`src/rtl/microcode_sequencer.sv`:
```
// Control-store sequencer: boots microcode ROM into RAM, then sequences microwords
// with jump/call/return/stall/halt. Optional parity check: MICROSEQ_PARITY_CHECK_EN.
module microcode_sequencer #(
  parameter int                    ADDR_WIDTH  = 8,
  parameter int                    WORD_WIDTH  = 64,
  parameter int                    STACK_DEPTH = 4,
  parameter logic [ADDR_WIDTH-1:0] HALT_ADDR   = 8'hFE
) (
  input  logic                  clk,
  input  logic                  reset,
  input  logic [WORD_WIDTH-1:0] rom_data,
  output logic [ADDR_WIDTH-1:0] cs_addr,
  output logic                  cs_we,
  output logic [WORD_WIDTH-1:0] cs_wdata,
  output logic                  cs_ready,
  input  logic                  stall,
  input  logic                  jump,
  input  logic                  jump_src,
  input  logic [ADDR_WIDTH-1:0] jump_imm,
  input  logic [ADDR_WIDTH-1:0] ir,
  input  logic                  cond_en,
  input  logic                  cond,
  input  logic                  call,
  input  logic                  ret,
  output logic                  halted,
  output logic                  stack_err
`ifdef MICROSEQ_PARITY_CHECK_EN
  ,
  input  logic [WORD_WIDTH-1:0] cs_rdata,
  output logic                  parity_err
`endif
);

  localparam int                SP_W    = $clog2(STACK_DEPTH + 1);
  localparam logic [SP_W-1:0]   SP_FULL = SP_W'(STACK_DEPTH);
  localparam logic [ADDR_WIDTH-1:0] ADDR_MAX = '1;

  typedef enum logic [1:0] {ST_BOOT, ST_RUN, ST_HALT} state_t;

  state_t                  state, state_n;
  logic [ADDR_WIDTH-1:0]   addr_n, addr_inc, target;
  logic [SP_W-1:0]         sp, sp_n;
  logic                    err_n;
  logic                    push_en;
  logic [ADDR_WIDTH-1:0]   stack_mem [2**SP_W];
`ifdef MICROSEQ_PARITY_CHECK_EN
  logic                    perr_n;
`endif

  assign addr_inc = cs_addr + ADDR_WIDTH'(1);
  assign target   = jump_src ? jump_imm : ir;
  assign cs_wdata = rom_data;

  always_comb begin
    // NOTE: every output of this block gets a default first so no path infers a latch.
    state_n = state;
    addr_n  = cs_addr;
    sp_n    = sp;
    err_n   = stack_err;
    push_en = 1'b0;
    cs_we   = 1'b0;
`ifdef MICROSEQ_PARITY_CHECK_EN
    perr_n  = parity_err;
`endif
    unique case (state)
      ST_BOOT: begin
        cs_we  = 1'b1;
        addr_n = addr_inc;
        if (cs_addr == ADDR_MAX) state_n = ST_RUN;
      end
      ST_RUN: begin
        if (!stall) begin
          // A bad-parity word halts before any other decision; X counts as bad.
`ifdef MICROSEQ_PARITY_CHECK_EN
          if ((^cs_rdata) !== 1'b1) begin
            state_n = ST_HALT;
            perr_n  = 1'b1;
          end else
`endif
          if (cs_addr == HALT_ADDR) begin
            state_n = ST_HALT;
          end else if (ret) begin
            if (sp != '0) begin
              addr_n = stack_mem[sp - SP_W'(1)];
              sp_n   = sp - SP_W'(1);
            end else begin
              err_n  = 1'b1;
              addr_n = addr_inc;
            end
          end else if (call) begin
            if (sp < SP_FULL) begin
              push_en = 1'b1;
              sp_n    = sp + SP_W'(1);
            end else begin
              err_n = 1'b1;
            end
            addr_n = target;
          end else if (jump && (!cond_en || cond)) begin
            addr_n = target;
          end else begin
            addr_n = addr_inc;
          end
        end
      end
      default: ;  // ST_HALT: frozen until reset
    endcase
  end

  always_ff @(posedge clk) begin
    // NOTE: sequential state uses non-blocking assignments only.
    if (reset) begin
      state     <= ST_BOOT;
      cs_addr   <= '0;
      sp        <= '0;
      cs_ready  <= 1'b0;
      halted    <= 1'b0;
      stack_err <= 1'b0;
    end else begin
      state     <= state_n;
      cs_addr   <= addr_n;
      sp        <= sp_n;
      cs_ready  <= (state_n != ST_BOOT);
      halted    <= (state_n == ST_HALT);
      stack_err <= err_n;
    end
  end

`ifdef MICROSEQ_PARITY_CHECK_EN
  always_ff @(posedge clk) begin
    if (reset) parity_err <= 1'b0;
    else       parity_err <= perr_n;
  end
`endif

  // NOTE: stack storage is deliberately not reset; sp alone defines which entries are live.
  always_ff @(posedge clk) begin
    if (push_en) stack_mem[sp] <= addr_inc;
  end

endmodule

```
`config.mk`:
```
export PLATFORM = sky130hd
export DESIGN_NAME = microcode_sequencer
export DESIGN_NICKNAME = d
export VERILOG_FILES = /design/src/rtl/microcode_sequencer.sv
export SDC_FILE = /design/constraint.sdc
export NUM_CORES = 1
export LEC_CHECK = 0
export CAP_MARGIN = 0
export CORE_UTILIZATION = 41
export CTS_BUF_LIST = sky130_fd_sc_hd__clkbuf_4
export DETAILED_ROUTE_END_ITERATION = 6
export GPL_TIMING_DRIVEN = 0
export PLACE_DENSITY = 0.81
export SLEW_MARGIN = 20
export SYNTH_ARGS = -nofsm -noshare
export SYNTH_HDL_FRONTEND = slang
export SYNTH_SLANG_ARGS = --single-unit
```
`constraint.sdc`:
```
create_clock -name clk -period 2.3 [get_ports clk]
set_clock_uncertainty 0.05 [all_clocks]
set_input_delay 0.46 -clock clk [delete_from_list [all_inputs] [get_ports clk]]
set_output_delay 0.46 -clock clk [all_outputs]
set_load 0.05 [all_outputs]
```
==> impl_metrics.yaml, run 1 <==
status:
  run_status: "completed"
sta:
  finalSetupViolCount: 0
  period_minus_slack_ns: 2.26
  worst_slack_ns: 0.0375
  tightest_slew_ns: 0.705
  fin_crit_sh_pct: 98.4
  fmax_mhz: 442
  maxSlewHeadroom_pct: 52.6
  slew_violations: 0
  holdWs_ns: 0.349
  hold_viol: 0
clocking:
  clockBufferDepth: 2
  root_buffer: "clkbuf_4"
  cts_sinks: 80
  clock_latency_ns: 0.44
  cts_tree: "yes"
  cts.reportedPaths.clkPinSlew_ns: 0.15
  cts_hold_buffers: 0
  htreeDepth: 3
  numCtsBuffers: 9
global_route:
  antenna_found_initial: 0
  grt.total_usage_pct: 20.7
  grt_pass1_wl_um: 16900
  grt_max_degree: 15
  grt-ovfl-total: 0
  grt_pass1_vias: 3189
logic_synthesis:
  post_synth_most_frequent_cells: "buf_4 (65), edfxtp_1 (64), nor2_1 (18)"
  syn_avg_cell_area_um2: 13.2
  synth_cell_types: 50
  synth_edf_count: 64
  yosys.area_share.xor_xnor_pct: 2.30
  synth_top_family_by_area: "buffers and inverters"
  synth_compound_area_share_pct: 7.32
  synth_most_common_cell: "buf_4"
  synth_warnings: 0
  syn-cell-area_mm2: 0.00424
  synthAdderAreaFrac_pct: 1.48
  synth_cells: 322
  yosys.area_share.simple_pct: 7.94
  synth-seq-cells: 80
  synthMuxAreaShare_pct: 13.6
  yosysTopAreaCellShare_pct: 45.3
  synth_area_leaders: "edfxtp_1 (45%), buf_4 (12%), mux4_1 (8.7%)"
  synth_top_area_cell: "edfxtp_1"
  ys.flop_type: "edfxtp_1"
  yosysSeqAreaShare_pct: 52.9
  async_flop_share_pct: 0
placement:
  place_ws_ns: -0.358
  port_buffers: 98
  gp_congestion: 0.974
  hpwl_um: 8060
cells_and_area:
  regArea_mm2: 0.00226
  area_delta_synth_final_pct: 39.1
  n_antenna_cell: 0
  drive_gt1_share_pct: 30.1
  layout.nets: 571
  n_fill_cell: 778
  multiInputGateArea_mm2: 0.00159
  fin_util_pct: 59.5
power_and_ir_drop:
  power_density_mw_per_mm2: 506
  p_leak_nw: 2.26
  vdd.ir_drop.worst_v: 0.000206
detailed_routing:
  drt_first_pass_iters: 5
  route.detailed.drc: 0
  drt_iter0_markers: 146
  wl_per_cell_um: 17.6
  drt_wl_total_um: 10800
  vias: 3153
  drtAntennaViolNets: 0
  vias_per_cell: 5.13
floorplan:
  num_rows: 36
  dieWidth_um: 104
  initial_utilization_pct: 42.8
  die_area_mm2: 0.0108
  fp.coreArea_mm2: 0.00991
  num_io_pins: 165
  die_y_um: 104
worst_setup_path:
  startpoint_type: "flip-flop"
  timing_worst_setup_path_type: "reg2reg"
  cp_max_fo: 6
  crit_arrival_ns: 2.52
  worstSetupEndpointType: "flip-flop"
  crit_required_ns: 2.56
worst_hold_path:
  hp-class: "in2reg"
job:
  maxCapViolations: 0
final timing paths:
path / startpoint / end / slack (ns) / cells past startpoint
setup / recovery: sp[0]$_SDFFE_PP0P_ / cs_addr[2]$_SDFFE_PP0P_ / 0.04 / 8
hold / removal: reset / sp[1]$_SDFFE_PP0P_ / 0.35 / 2
setup reg to reg: sp[0]$_SDFFE_PP0P_ / cs_addr[2]$_SDFFE_PP0P_ / 0.04 / 8
hold reg to reg: stack_err$_SDFFE_PP0P_ / stack_err$_SDFFE_PP0P_ / 0.45 / 2
placed cells by master, fill, tap and decap left out, types with 3 or more instances in the layout:
cell and instances:
nor2b_1 3, conb_1 32, nor4_4 3, buf_2 5, clkbuf_1 3, mux2_2 11, xnor2_1 5, buf_12 4
nor3_1 5, clkdlybuf4s50_1 96, dfxtp_2 6, dfxtp_1 8, edfxtp_1 64, nand3_1 5, o21ai_0 5, inv_1 9
buf_4 79, nand4_1 3, clkinvlp_4 3, mux4_2 3, a222oi_1 3, a211oi_1 5, nand2_1 7, nor2_1 18
ha_1 3, mux4_1 13, a31oi_1 4, clkbuf_4 10, a21oi_1 11
timing repair:
| item | CTS | global route |
|---|---|---|
| setup buffers | 12 | 5 |
| setup endpoints to repair | 45 | 40 |
| resized for setup | 15 | 12 |
| cloned | 0 | 0 |
| pin swaps | 6 | 4 |
layout make-up:
| type | instances | area share [%] |
|---|---|---|
| Inverter | 12 | 1.02 |
| Multi-Input combinational cell | 184 | 27.0 |
| Tap cell | 133 | 2.82 |
| Clock inverter | 6 | 0.721 |
| Clock buffer | 10 | 1.27 |
| Sequential cell | 80 | 38.3 |
| Buffer | 75 | 9.57 |
| Timing Repair Buffer | 115 | 19.3 |
sequential cells by signal (all words and copies together), names as in the netlist:
| name | count |
|---|---|
| stack_mem | 64 |
| stack_err | 1 |
| cs_ready | 1 |
| state | 2 |
| cs_addr | 8 |
| sp | 3 |
| halted | 1 |
metal layers:
| layer | global-route usage, % | up-vias | wire length (um) |
|---|---|---|---|
| met1 | 22.4 | 1512 | 3960 |
| met3 | 4.85 | 37 | 776 |
| met4 | 10.8 | 0 | 425 |
| met5 | 0 | - | 0 |
| met2 | 37.4 | 170 | 5690 |
| li1 | - | 1434 | - |
worst max-delay path, stage by stage, from the launching register on:
cell	delay [ns]
dfxtp_4	0.41
buf_12	0.12
inv_8	0.03
ha_2	0.24
or4b_2	0.72
a21o_1	0.19
o21ai_0	0.10
a311o_1	0.17
a221oi_1	0.08
per-stage QoR:
stage	power [W]	cells	setup TNS (ns)	area (um^2)
floorplan	0.00206	353	0	4420
global placement	0.00225	584	-9.81	5570
detailed placement	0.00225	584	-12.34	5570
CTS	0.00298	612	-0.00754	5850
global route	0.00307	615	-0.00282	5900
finish	0.00298	615	0	5900
kinds of logic (layout without fill, tap and decap cells):
kind of cell	Yosys count	after routing
buffers and inverters	89	218
DFF	80	80
and+or+nand+nor	62	62
AOI/OAI and AO/OA	45	45
muxes	31	31
xor gates and xnor gates	9	9
adders and majority gates	5	5
other	1	32
where the power goes:
group	switching, W	internal [W]	leakage [nW]
Combinational	0.000356	0.000252	1.43
Sequential	0.0000148	0.00160	0.771
Clock	0.000518	0.000239	0.0648
Power figures use the tool's default switching activity.
==> run 2, diff against run 1 <==
--- a/config.mk
+++ b/config.mk
@@ -9,6 +9,7 @@
 export CORE_UTILIZATION = 41
 export CTS_BUF_LIST = sky130_fd_sc_hd__clkbuf_4
 export DETAILED_ROUTE_END_ITERATION = 6
+export GPL_ROUTABILITY_DRIVEN = 0
 export GPL_TIMING_DRIVEN = 0
 export PLACE_DENSITY = 0.81
 export SLEW_MARGIN = 20
==> impl_metrics.yaml, run 2 (synthesized netlist as in run 1, its figures left out) <==
cells_and_area:
  fin_area_mm2: 0.00596
  area_delta_synth_final_pct: 40.5
  regArea_mm2: 0.00226
  layout.cells.non_filler: 614
  drive_gt1_share_pct: 29.9
  top_regs: "stack_mem x64, cs_addr x8, sp x3"
  n_fill_cell: 757
  largest_reg_flops: 64
  final_cell_mix: "clkdlybuf4s50_1 (95), buf_4 (78), edfxtp_1 (64)"
  layout.nets: 570
  n_antenna_cell: 0
  largest-register: "stack_mem"
  multiInputGateArea_mm2: 0.00160
  final_common_cell: "clkdlybuf4s50_1"
floorplan:
  die_area_mm2: 0.0108
  num_io_pins: 165
  initial_utilization_pct: 42.8
  fp.coreArea_mm2: 0.00991
  dieWidth_um: 104
  num_rows: 36
  die_y_um: 104
sta:
  fin_crit_sh_pct: 97.1
  rsz0062_at_grt: "true"
  finalSetupTns_ns: 0
  slew_violations: 0
  finalSetupViolCount: 0
  fmax_mhz: 448
  tightest_slew_ns: 0.746
  hold_viol: 0
  maxSlewHeadroom_pct: 49.9
  period_minus_slack_ns: 2.23
  holdWs_ns: 0.397
worst_setup_path:
  crit_chain: "buf_12, buf_12, inv_8, ha_4, buf_12, mux4_2, mux2_4, a222oi_1, a211oi_1"
  timing.critical_path.mode_cell: "buf_12"
  crit_arrival_ns: 2.50
  slowest_delay_ns: 0.40
  r2r_slack_ns: 0.07
  worstSetupEndpointType: "flip-flop"
  reg2reg_from: "sp[0]$_SDFFE_PP0P_"
  startpoint_type: "flip-flop"
  cp_max_fo: 8
  cpMaxStageDelayCell: "dfxtp_4"
  r2r_cells: 9
  r2r-end: "cs_addr[3]$_SDFFE_PP0P_"
  crit_required_ns: 2.57
  timing_worst_setup_path_type: "reg2reg"
clocking:
  clockBufferDepth: 2
  cts_sinks: 80
  cts_hold_buffers: 0
  cts_tree: "yes"
  clock_latency_ns: 0.44
  root_buffer: "clkbuf_4"
  htreeDepth: 3
  numCtsBuffers: 9
  cts.reportedPaths.clkPinSlew_ns: 0.14
power_and_ir_drop:
  vdd.ir_drop.worst_v: 0.000330
  power_density_mw_per_mm2: 541
  finalPower_w: 0.00323
  p_leak_nw: 2.31
detailed_routing:
  drt_first_pass_iters: 5
  wl_per_cell_um: 18.1
  drtAntennaViolNets: 0
  drt_iter0_markers: 137
  vias_per_cell: 5.14
  vias: 3154
  route.detailed.drc: 0
  drt_wl_total_um: 11100
worst_hold_path:
  hold_depth: 2
  min_from: "reset"
  holdPathEnd: "cs_addr[2]$_SDFFE_PP0P_"
  hp-class: "in2reg"
global_route:
  grt_max_degree: 16
  grt-ovfl-total: 0
  antenna_found_initial: 0
  grt.total_usage_pct: 20.9
  grt_pass1_vias: 3201
  grt_pass1_wl_um: 17200
status:
  run_status: "completed"
placement:
  placed_area_mm2: 0.00557
  port_buffers: 98
  post-place-cells: 584
  hpwl_um: 8210
job:
  maxCapViolations: 0
## run 2: through the flow
step	setup WS (ns)	util (%)
final	0.0659	60.1
after CTS	-0.0415	59.6
after detailed placement	-0.401	56.2
after global placement	-0.299	56.2
after floorplan	0.00748	-
after global routing	-0.00672	60.1
## run 2: area by class of cell
cell class	count	share of cell area, %
Tap cell	133	2.79
Timing Repair Buffer	113	18.8
Clock inverter	7	1.72
Clock buffer	9	1.13
Sequential cell	80	37.9
Inverter	12	1.01
Buffer	76	9.81
Multi-Input combinational cell	184	26.8
## run 2: how the worst max path moves through the flow
stage | startpoint | to | slack [ns] | cells after the start
3_5_place_dp | sp[0]$_SDFFE_PP0P_ | cs_addr[3]$_SDFFE_PP0P_ | -0.40 | 10
6_report | sp[0]$_SDFFE_PP0P_ | cs_addr[3]$_SDFFE_PP0P_ | 0.07 | 9
4_1_cts | sp[0]$_SDFFE_PP0P_ | cs_addr[3]$_SDFFE_PP0P_ | -0.04 | 10
5_1_grt | sp[0]$_SDFFE_PP0P_ | cs_addr[3]$_SDFFE_PP0P_ | -0.007 | 9
3_3_place_gp | sp[0]$_SDFFE_PP0P_ | cs_addr[3]$_SDFFE_PP0P_ | -0.30 | 10
2_1_floorplan | cs_addr[7]$_SDFFE_PP0P_ | stack_mem[1][0]$_DFFE_PP_ | 0.007 | 4
## run 2: timing repair
item | 4_1_cts | 5_1_grt
cloned | 0 | 0
pin swaps | 9 | 5
resized for setup | 18 | 9
setup buffers | 12 | 3
endpoints found under the setup margin | 45 | 40
## run 2: routing by layer
metal	wire [um]	global-route usage [%]	vias up
met3	787	5.22	27
li1	-	-	1432
met2	6070	38.9	160
met5	0	0	-
met1	3920	22.6	1535
met4	331	8.16	0
## run 2: worst max-delay path, delay by kind of cell (launching register included)
family                     cells  cell delay (ns)
muxes                          2             0.58
AOI/OAI and AO/OA              2             0.42
DFF                            1             0.40
buffers and inverters          4             0.37
adders and majority gates      1             0.29
## run 2: power by group
group | switching (W) | internal (W) | leakage, nW
sequential | 0.0000169 | 0.00160 | 0.772
combinational | 0.000358 | 0.000251 | 1.46
clock | 0.000542 | 0.000454 | 0.0875
